===== src/rtl/mem_arbiter.sv =====
// mem_arbiter: shares the single memory line port between icache refills and dcache refills/writebacks.
// Define MEM_ARBITER_RR_EN for round-robin arbitration instead of fixed dcache priority.
module mem_arbiter #(
  parameter int ADDR_W      = 32,
  parameter int LINE_W      = 128,
  parameter int MEM_LATENCY = 10,
  parameter int CNT_W       = 8
) (
  input  logic              clk,
  input  logic              reset,
  input  logic              ic_req,
  input  logic [ADDR_W-1:0] ic_addr,
  output logic              ic_ack,
  output logic [LINE_W-1:0] ic_rdata,
  input  logic              dc_req,
  input  logic              dc_we,
  input  logic [ADDR_W-1:0] dc_addr,
  input  logic [LINE_W-1:0] dc_wdata,
  output logic              dc_ack,
  output logic [LINE_W-1:0] dc_rdata,
  output logic              mem_req,
  output logic              mem_we,
  output logic [ADDR_W-1:0] mem_addr,
  output logic [LINE_W-1:0] mem_wdata,
  input  logic [LINE_W-1:0] mem_rdata,
  output logic              busy
);
  typedef enum logic [2:0] {IDLE, ACC_I, ACC_D, RESP_I, RESP_D} state_t;
  state_t            state_q, state_d;
  logic [CNT_W-1:0]  cnt_q, cnt_d;
  logic [ADDR_W-1:0] addr_q, addr_d;
  logic              we_q, we_d;
  logic [LINE_W-1:0] wdata_q, wdata_d, ic_rdata_q, ic_rdata_d, dc_rdata_q, dc_rdata_d;
  logic              pick_d, acc;
`ifdef MEM_ARBITER_RR_EN
  logic last_q;
  // last_q = 1 when dcache was granted most recently; on a tie the other side wins
  assign pick_d = dc_req & ~(ic_req & last_q);
  always_ff @(posedge clk or negedge reset)
    if (!reset) last_q <= 1'b0;
    else if (state_q == IDLE && (ic_req || dc_req)) last_q <= pick_d;
`else
  assign pick_d = dc_req;
`endif
  assign acc = state_q == ACC_I || state_q == ACC_D;
  always_comb begin
    state_d    = state_q;
    cnt_d      = cnt_q;
    addr_d     = addr_q;
    we_d       = we_q;
    wdata_d    = wdata_q;
    ic_rdata_d = ic_rdata_q;
    dc_rdata_d = dc_rdata_q;
    case (state_q)
      IDLE: if (ic_req || dc_req) begin
        state_d = pick_d ? ACC_D : ACC_I;
        cnt_d   = CNT_W'(MEM_LATENCY - 1);
        addr_d  = pick_d ? dc_addr : ic_addr;
        we_d    = pick_d & dc_we;
        wdata_d = pick_d ? dc_wdata : '0;
      end
      ACC_I, ACC_D: if (cnt_q == '0) begin
        state_d    = state_q == ACC_I ? RESP_I : RESP_D;
        ic_rdata_d = state_q == ACC_I ? mem_rdata : ic_rdata_q;
        dc_rdata_d = (state_q == ACC_D && !we_q) ? mem_rdata : dc_rdata_q;
      end else begin
        cnt_d = cnt_q - 1'b1;
      end
      default: state_d = IDLE;
    endcase
  end
  always_ff @(posedge clk or negedge reset)
    if (!reset) begin
      state_q    <= IDLE;
      cnt_q      <= '0;
      addr_q     <= '0;
      we_q       <= 1'b0;
      wdata_q    <= '0;
      ic_rdata_q <= '0;
      dc_rdata_q <= '0;
    end else begin
      state_q    <= state_d;
      cnt_q      <= cnt_d;
      addr_q     <= addr_d;
      we_q       <= we_d;
      wdata_q    <= wdata_d;
      ic_rdata_q <= ic_rdata_d;
      dc_rdata_q <= dc_rdata_d;
    end
  assign mem_req   = acc;
  assign mem_we    = acc & we_q;
  assign mem_addr  = addr_q;
  assign mem_wdata = wdata_q;
  assign ic_ack    = state_q == RESP_I;
  assign dc_ack    = state_q == RESP_D;
  assign busy      = state_q != IDLE;
  assign ic_rdata  = ic_rdata_q;
  assign dc_rdata  = dc_rdata_q;
endmodule


===== config.mk =====
export PLATFORM = sky130hd
export DESIGN_NAME = mem_arbiter
export DESIGN_NICKNAME = d
export VERILOG_FILES = /design/src/rtl/mem_arbiter.sv
export SDC_FILE = /design/constraint.sdc
export NUM_CORES = 1
export LEC_CHECK = 0
export BUFFER_PORTS_ARGS = -buffer_cell sky130_fd_sc_hd__buf_2
export CAP_MARGIN = 20
export CELL_PAD_IN_SITES_DETAIL_PLACEMENT = 0
export CELL_PAD_IN_SITES_GLOBAL_PLACEMENT = 1
export CORE_AREA = 2 2 292 294
export DETAILED_ROUTE_END_ITERATION = 6
export DIE_AREA = 0 0 294 296
export GPL_TIMING_DRIVEN = 0
export HOLD_SLACK_MARGIN = 0.12
export PLACE_DENSITY = 0.5
export SYNTH_ARGS = -nofsm -noshare
export SYNTH_HDL_FRONTEND = slang
export SYNTH_SLANG_ARGS = --single-unit

===== constraint.sdc =====
create_clock -name clk -period 2.3 [get_ports clk]
set_input_delay 0 -clock clk [delete_from_list [all_inputs] [get_ports clk]]
set_output_delay 0 -clock clk [all_outputs]
set_load 0.03 [all_outputs]

# == Word level (Yosys, flattened, before mapping) ==
# Cells that the tools add are included.
# word_totals
ramBits,0
rom_bits,0
register_bits,428
latch_bits,0
memories,0
# classes
mux,10
eq_ne,7
div_mod_pow,0
n_shift,0
n_reduce_logical,14
magnitude_cmp,0
bitwise,2
add_sub_neg,1
mul,0
# ops
cell,count
two-way mux 128 bit,1
two-way mux 32 bit,1
two-way mux 8 bit,2
one-hot mux 8 bit (2 select lines),1
two-way mux 3 bit,3
AND reduction 3 bit,3
zero test 8 bit,1
"subtractor 8 x 1 -> 8 bit, second input constant",1
"== test 3 x 2 -> 1 bit, second input constant",2
"!= test 2 bit, second input constant",3
one-hot mux 3 bit (2 select lines),1
AND reduction 2 bit,2
"== test 3 x 1 -> 1 bit, second input constant",1
"== test 3 bit, second input constant",1
zero test 3 bit,1
nonzero test 3 bit,1
bitwise AND 1 bit,2
logical OR 1 bit,2
two-way mux 2 bit,1
nonzero test 2 bit,1
OR reduction 2 bit,1
logical AND 1 bit,1
zero test 1 bit,1

# == Logic depth before layout (Yosys ltp) ==
# logic_depth
depth_word,4
depth_mapped,9
mapped_depth_nobuf,6

# == Least setup slack after synthesis ==
# OpenSTA, ideal clock, no wires.
# synth_timing
path_type,register to register
start,register cnt_q[0]
end,register ic_rdata_q[100] (netlist: ic_rdata[100])
path_buffers,3
stages_incl_launch_ff,10
t_arrival_ns,2.396
setup_slack_ns,-0.221
synth_period_minus_slack_ns,2.521
cell_sequence,dfrtp_1 inv_1 ha_1 or3b_1 clkbuf_1 or2_1 or4_4 buf_6 buf_6 mux2_4
# synth_between
elab_chain_len,2
# synth_rtl
item,line,rtl
from (decl),30,"logic [CNT_W-1:0] cnt_q, cnt_d;"
from (signal assigned),83,cnt_q <= cnt_d;
zero test 8 bit,62,"ACC_I, ACC_D: if (cnt_q == '0) begin"
AND reduction 3 bit (no source line),--,
to (signal assigned),87,ic_rdata_q <= ic_rdata_d;
to (decl),33,"logic [LINE_W-1:0] wdata_q, wdata_d, ic_rdata_q, ic_rdata_d, dc_rdata_q, dc_rdata_d;"
# No other way between the ends.
# A chain may end at the register's enable or synchronous reset.

# == Final worst setup path ==
# layout_timing
start,register cnt_q[1]
end,register ic_rdata_q[122] (netlist: ic_rdata[122])
# Same word-level chain as after synthesis.

==> summary.md <==
| Metric | Value |
|---|---|
| Max transition margin | `a little over half` |
| Failing checks | `negative setup slack` |
| Initial DRC Count | `424` |
| Hold/Removal Path Class | `in2reg` |
| Drt total wl | `between 60000 and 70000 microns` |
| Fraction of power spent switching nets | `between 40% and 50%` |
| Critical path destination | `ic_rdata[122]` |
| Cells after synthesis | `1041` |
| Ys async rst share | `100%` |
| Post-synthesis sequential element count | `428` |
| Startpoint types | `register` |
| Nets | `between 2000 and 3000` |
| Fin crit share | `113%` |
| Layout fillers | `between 8000 and 9000` |
| H-tree depth | `2` |
| Reg2Reg Depth | `9` |
| Main area contributors after synthesis | `dfrtp_1 64%, mux2_4 11%, mux2_2 9.2%` |
| Synth Warn # | `0` |
| Flop2flop setup slack | `-0.29 ns` |
| Vias | `~13000` |
| Antenna-violating nets left | `0` |
| Crit Reg-Reg Startpoint | `cnt_q[1]` |
| Syn Area/Cell | `between 15 and 20 sq um` |
| Main combinational cell family by area after synthesis | `multiplexers` |
| Area grow syn2layout | `69.7%` |
| Post-synthesis mux area share | `roughly 22%` |
| Total power | `35.1 mW` |
| WP depth | `9` |
| Slew @ Worst Pin | `0.702 ns` |
| DRC violation count after routing | `0` |
| IO Port Bufs | `about 740` |
| Maxcap violations | `0` |
| Reg2reg end | `ic_rdata[122]` |
| Critical Path RT | `roughly 2.8 ns` |
| Delay-heaviest family, CP | `simple AND/OR/NAND/NOR gates` |
| Final hold violations | `0` |
| Status | `complete, but fails checks` |
| Register area share after synthesis | `between 60 and 70%` |
| Xor/xnor cell area share of the yosys netlist | `0.0527%` |
| Total grt overflow | `0` |
| Max rail drop VDD | `slightly below 0.8 mV` |
| Minimum clock period | `between 2 and 3 ns` |
| Setup WS post-layout | `-0.292 ns` |
| P_leak | `14.1 nW` |
| Netlist cell types | `39` |
| CP max FO | `11` |
| Clk buf depth | `3` |
| Worst path cell trace | `inv_1 > ha_2 > or3b_4 > or2_4 > or4_4 > buf_6 > buf_8 > clkbuf_16 > mux2_4` |
| Largest net degree at the start of global routing | `approximately 120` |
| Area after DPL | `21800 sq um` |
| EDFF count, synth | `0` |
| Sequential Power Share | `around a third` |
| Cell Area, Synth | `16600 sq um` |
| Boundary pin count | `746` |
| Initial antenna violation count | `3` |
| CP bufs+invs | `4` |
| Worst slack, placed | `-1.02 ns` |
| Clk slew on worst S/H paths | `0.06 ns` |
| Synth Area in Simple Gates | `a little over 2%` |
| Max Clock Skew | `0.0222 ns` |
| Die height | `roughly 300 microns` |
| Site Rows | `approximately 110` |
| Top-count cell post-synth | `dfrtp_1` |
| CP Launch Point | `cnt_q[1]` |
| Core Region | `between 80000 and 90000 sq um` |
| CP max stage delay | `0.46 ns` |
| Worst skew pair latency | `0.61 ns` |
| Fmax | `a little under 400 MHz` |
| Initial Util | `about a fifth` |
| Clock sink count | `428` |
| RD Place Congestion | `0.868` |
| Vias in the first global route | `around 15000` |
| Slowest cell on crit path | `or4_4` |
| Clock Power Share | `24.1%` |
| Most used DFF post-synth | `dfrtp_1` |
| Crit path DAT | `3.06 ns` |
| Mapped Nets | `1367` |
| Finished Cell Area | `~28000 sq um` |
| Leading area contributor after synthesis | `dfrtp_1` |
| Vias/cell | `roughly 4.0` |
| Die area | `a little under 90000 sq um` |
| CP Capture Type | `register` |
| CTS tree | `built` |
| Post-synthesis adder-cell area fraction | `0.0753%` |
| Gate power share | `between 40% and 50%` |
| Final setup viols | `about 260` |
| PwrDens | `1240 nW/um^2` |
| Num CTS Buffers | `roughly 50` |
| Die boundary width | `about 300 microns` |
| GRT Util Overall | `between 10% and 20%` |
| Synth cell count leaders | `428 x dfrtp_1, 136 x mux2_2, 129 x a22o_1, 120 x mux2_4, 37 x clkbuf_1` |
| Cell Int Power | `a little over 20 mW` |
| Synth Area in Compound Gates | `8.33%` |
| First-pass GRT wire length | `between 90000 and 100000 microns` |
| Unrepaired setup endpoints after global routing | `yes` |
| Drt pass-1 iters | `4` |
| Share of post-route cells with drive strength above 1 | `between 50% and 60%` |
| Post-DP HPWL | `44600 microns` |
| Yosys top cell area share | `~64%` |
| Wire per inst | `roughly 19 microns` |
| Slew Viols, Final | `0` |
| Clk root buf | `clkbuf_16` |
| Psw | `14.3 mW` |
| Critical path type | `reg2reg` |
[cells in the final DEF, fill, tap and decap left out, types with 6 or more instances in the layout]
| cell type | n |
|---|---|
| inv_1 | 8 |
| clkbuf_8 | 18 |
| nand2_1 | 36 |
| clkinv_2 | 8 |
| clkbuf_1 | 24 |
| buf_12 | 27 |
| buf_8 | 6 |
| dlygate4sd3_1 | 356 |
| mux2i_1 | 33 |
| buf_16 | 17 |
| clkbuf_16 | 59 |
| nor2_1 | 6 |
| buf_4 | 6 |
| mux2_2 | 132 |
| mux2_4 | 124 |
| o21ai_0 | 33 |
| dfrtp_1 | 428 |
| clkbuf_2 | 13 |
| a22o_1 | 129 |
| buf_2 | 750 |
[state kept, by name, summed over array words and instances (netlist names)]
register and flops:
state_q 3, ic_rdata 128, dc_rdata 128, mem_wdata 128
mem_addr 32, we_q 1, cnt_q 8
[power by group through the flow]
| stage | clock network [mW] | logic, mW | registers, mW |
|---|---|---|---|
| 2_1_floorplan | 0 | 3.52 | 17.3 |
| 3_3_place_gp | 0 | 13.8 | 11.9 |
| 3_5_place_dp | 0 | 14.0 | 11.9 |
| 4_1_cts | 8.77 | 14.8 | 11.9 |
| 5_1_grt | 9.08 | 15.5 | 12.3 |
| 6_report | 8.47 | 14.7 | 11.9 |
[timing repair]
item                                   4_1_cts  5_1_grt
setup buffers                               10        4
endpoints found under the hold margin      551        0
pin swaps                                    3        4
gates cloned                                14        8
resized for setup                          103       19
hold buffers                               357        0
setup endpoints to repair                  423      367
[final cells by class]
| class | instances | area (sq um) | area share [%] |
|---|---|---|---|
| well taps | 1090 | 1360 | 4.84 |
| clock inverters | 19 | 244 | 0.865 |
| plain buffers | 68 | 754 | 2.68 |
| repair buffers | 1138 | 8110 | 28.8 |
| diodes | 2 | 5.00 | 0.0178 |
| clock buffers | 76 | 1530 | 5.43 |
| inverters | 8 | 30.0 | 0.107 |
| flip-flops and latches | 428 | 10700 | 38.0 |
| multi-input cells | 533 | 5450 | 19.3 |
[worst min-delay path by stage]
| stage | startpoint | end | slack (ns) | cells after the start |
|---|---|---|---|---|
| final | dc_wdata[19] | mem_wdata[19] | 0.16 | 3 |
| after global routing | dc_wdata[13] | mem_wdata[13] | 0.14 | 3 |
| after CTS | dc_wdata[26] | mem_wdata[26] | 0.12 | 3 |
| after detailed placement | reset | dc_rdata[49] | -0.11 | 1 |
| after global placement | dc_wdata[112] | mem_wdata[112] | 0.22 | 2 |
| after floorplan | reset | cnt_q[0] | -0.30 | 0 |
[worst min-delay path, delay by kind of cell]
family	cells	cell delay [ns]
AOI/OAI and AO/OA	1	0.11
buffers and inverters	2	0.61
[cells by family (layout without fill, tap and decap cells)]
logic type,Yosys count,after routing
buffers and inverters,80,1309
AND/OR/NAND/NOR,69,69
adder cells (fa/ha/maj),1,1
multiplexers,289,289
flip-flops,428,428
other,0,2
XOR/XNOR,1,1
AO/OA/AOI/OAI,173,173
[through the flow]
stage | utilization (%) | TNS [ns] | hold slack, ns | std cells
floorplan | - | -32.85 | -0.296 | 1041
global placement | 25.8 | -3400.32 | 0.218 | 2875
detailed placement | 25.9 | -208.85 | -0.106 | 2879
CTS | 33.3 | -84.91 | 0.120 | 3354
global route | 33.5 | -76.21 | 0.136 | 3361
finish | 33.5 | -60.85 | 0.160 | 3362
[layer usage]
| metal | vias up | track usage (%) | wire length (microns) |
|---|---|---|---|
| li1 | 6171 | - | - |
| met1 | 6629 | 15.2 | 24100 |
| met2 | 518 | 24.4 | 31900 |
| met5 | - | 0 | 0 |
| met4 | 0 | 5.82 | 2520 |
| met3 | 116 | 3.41 | 4150 |
No activity file was read; power rests on OpenSTA's default activity.
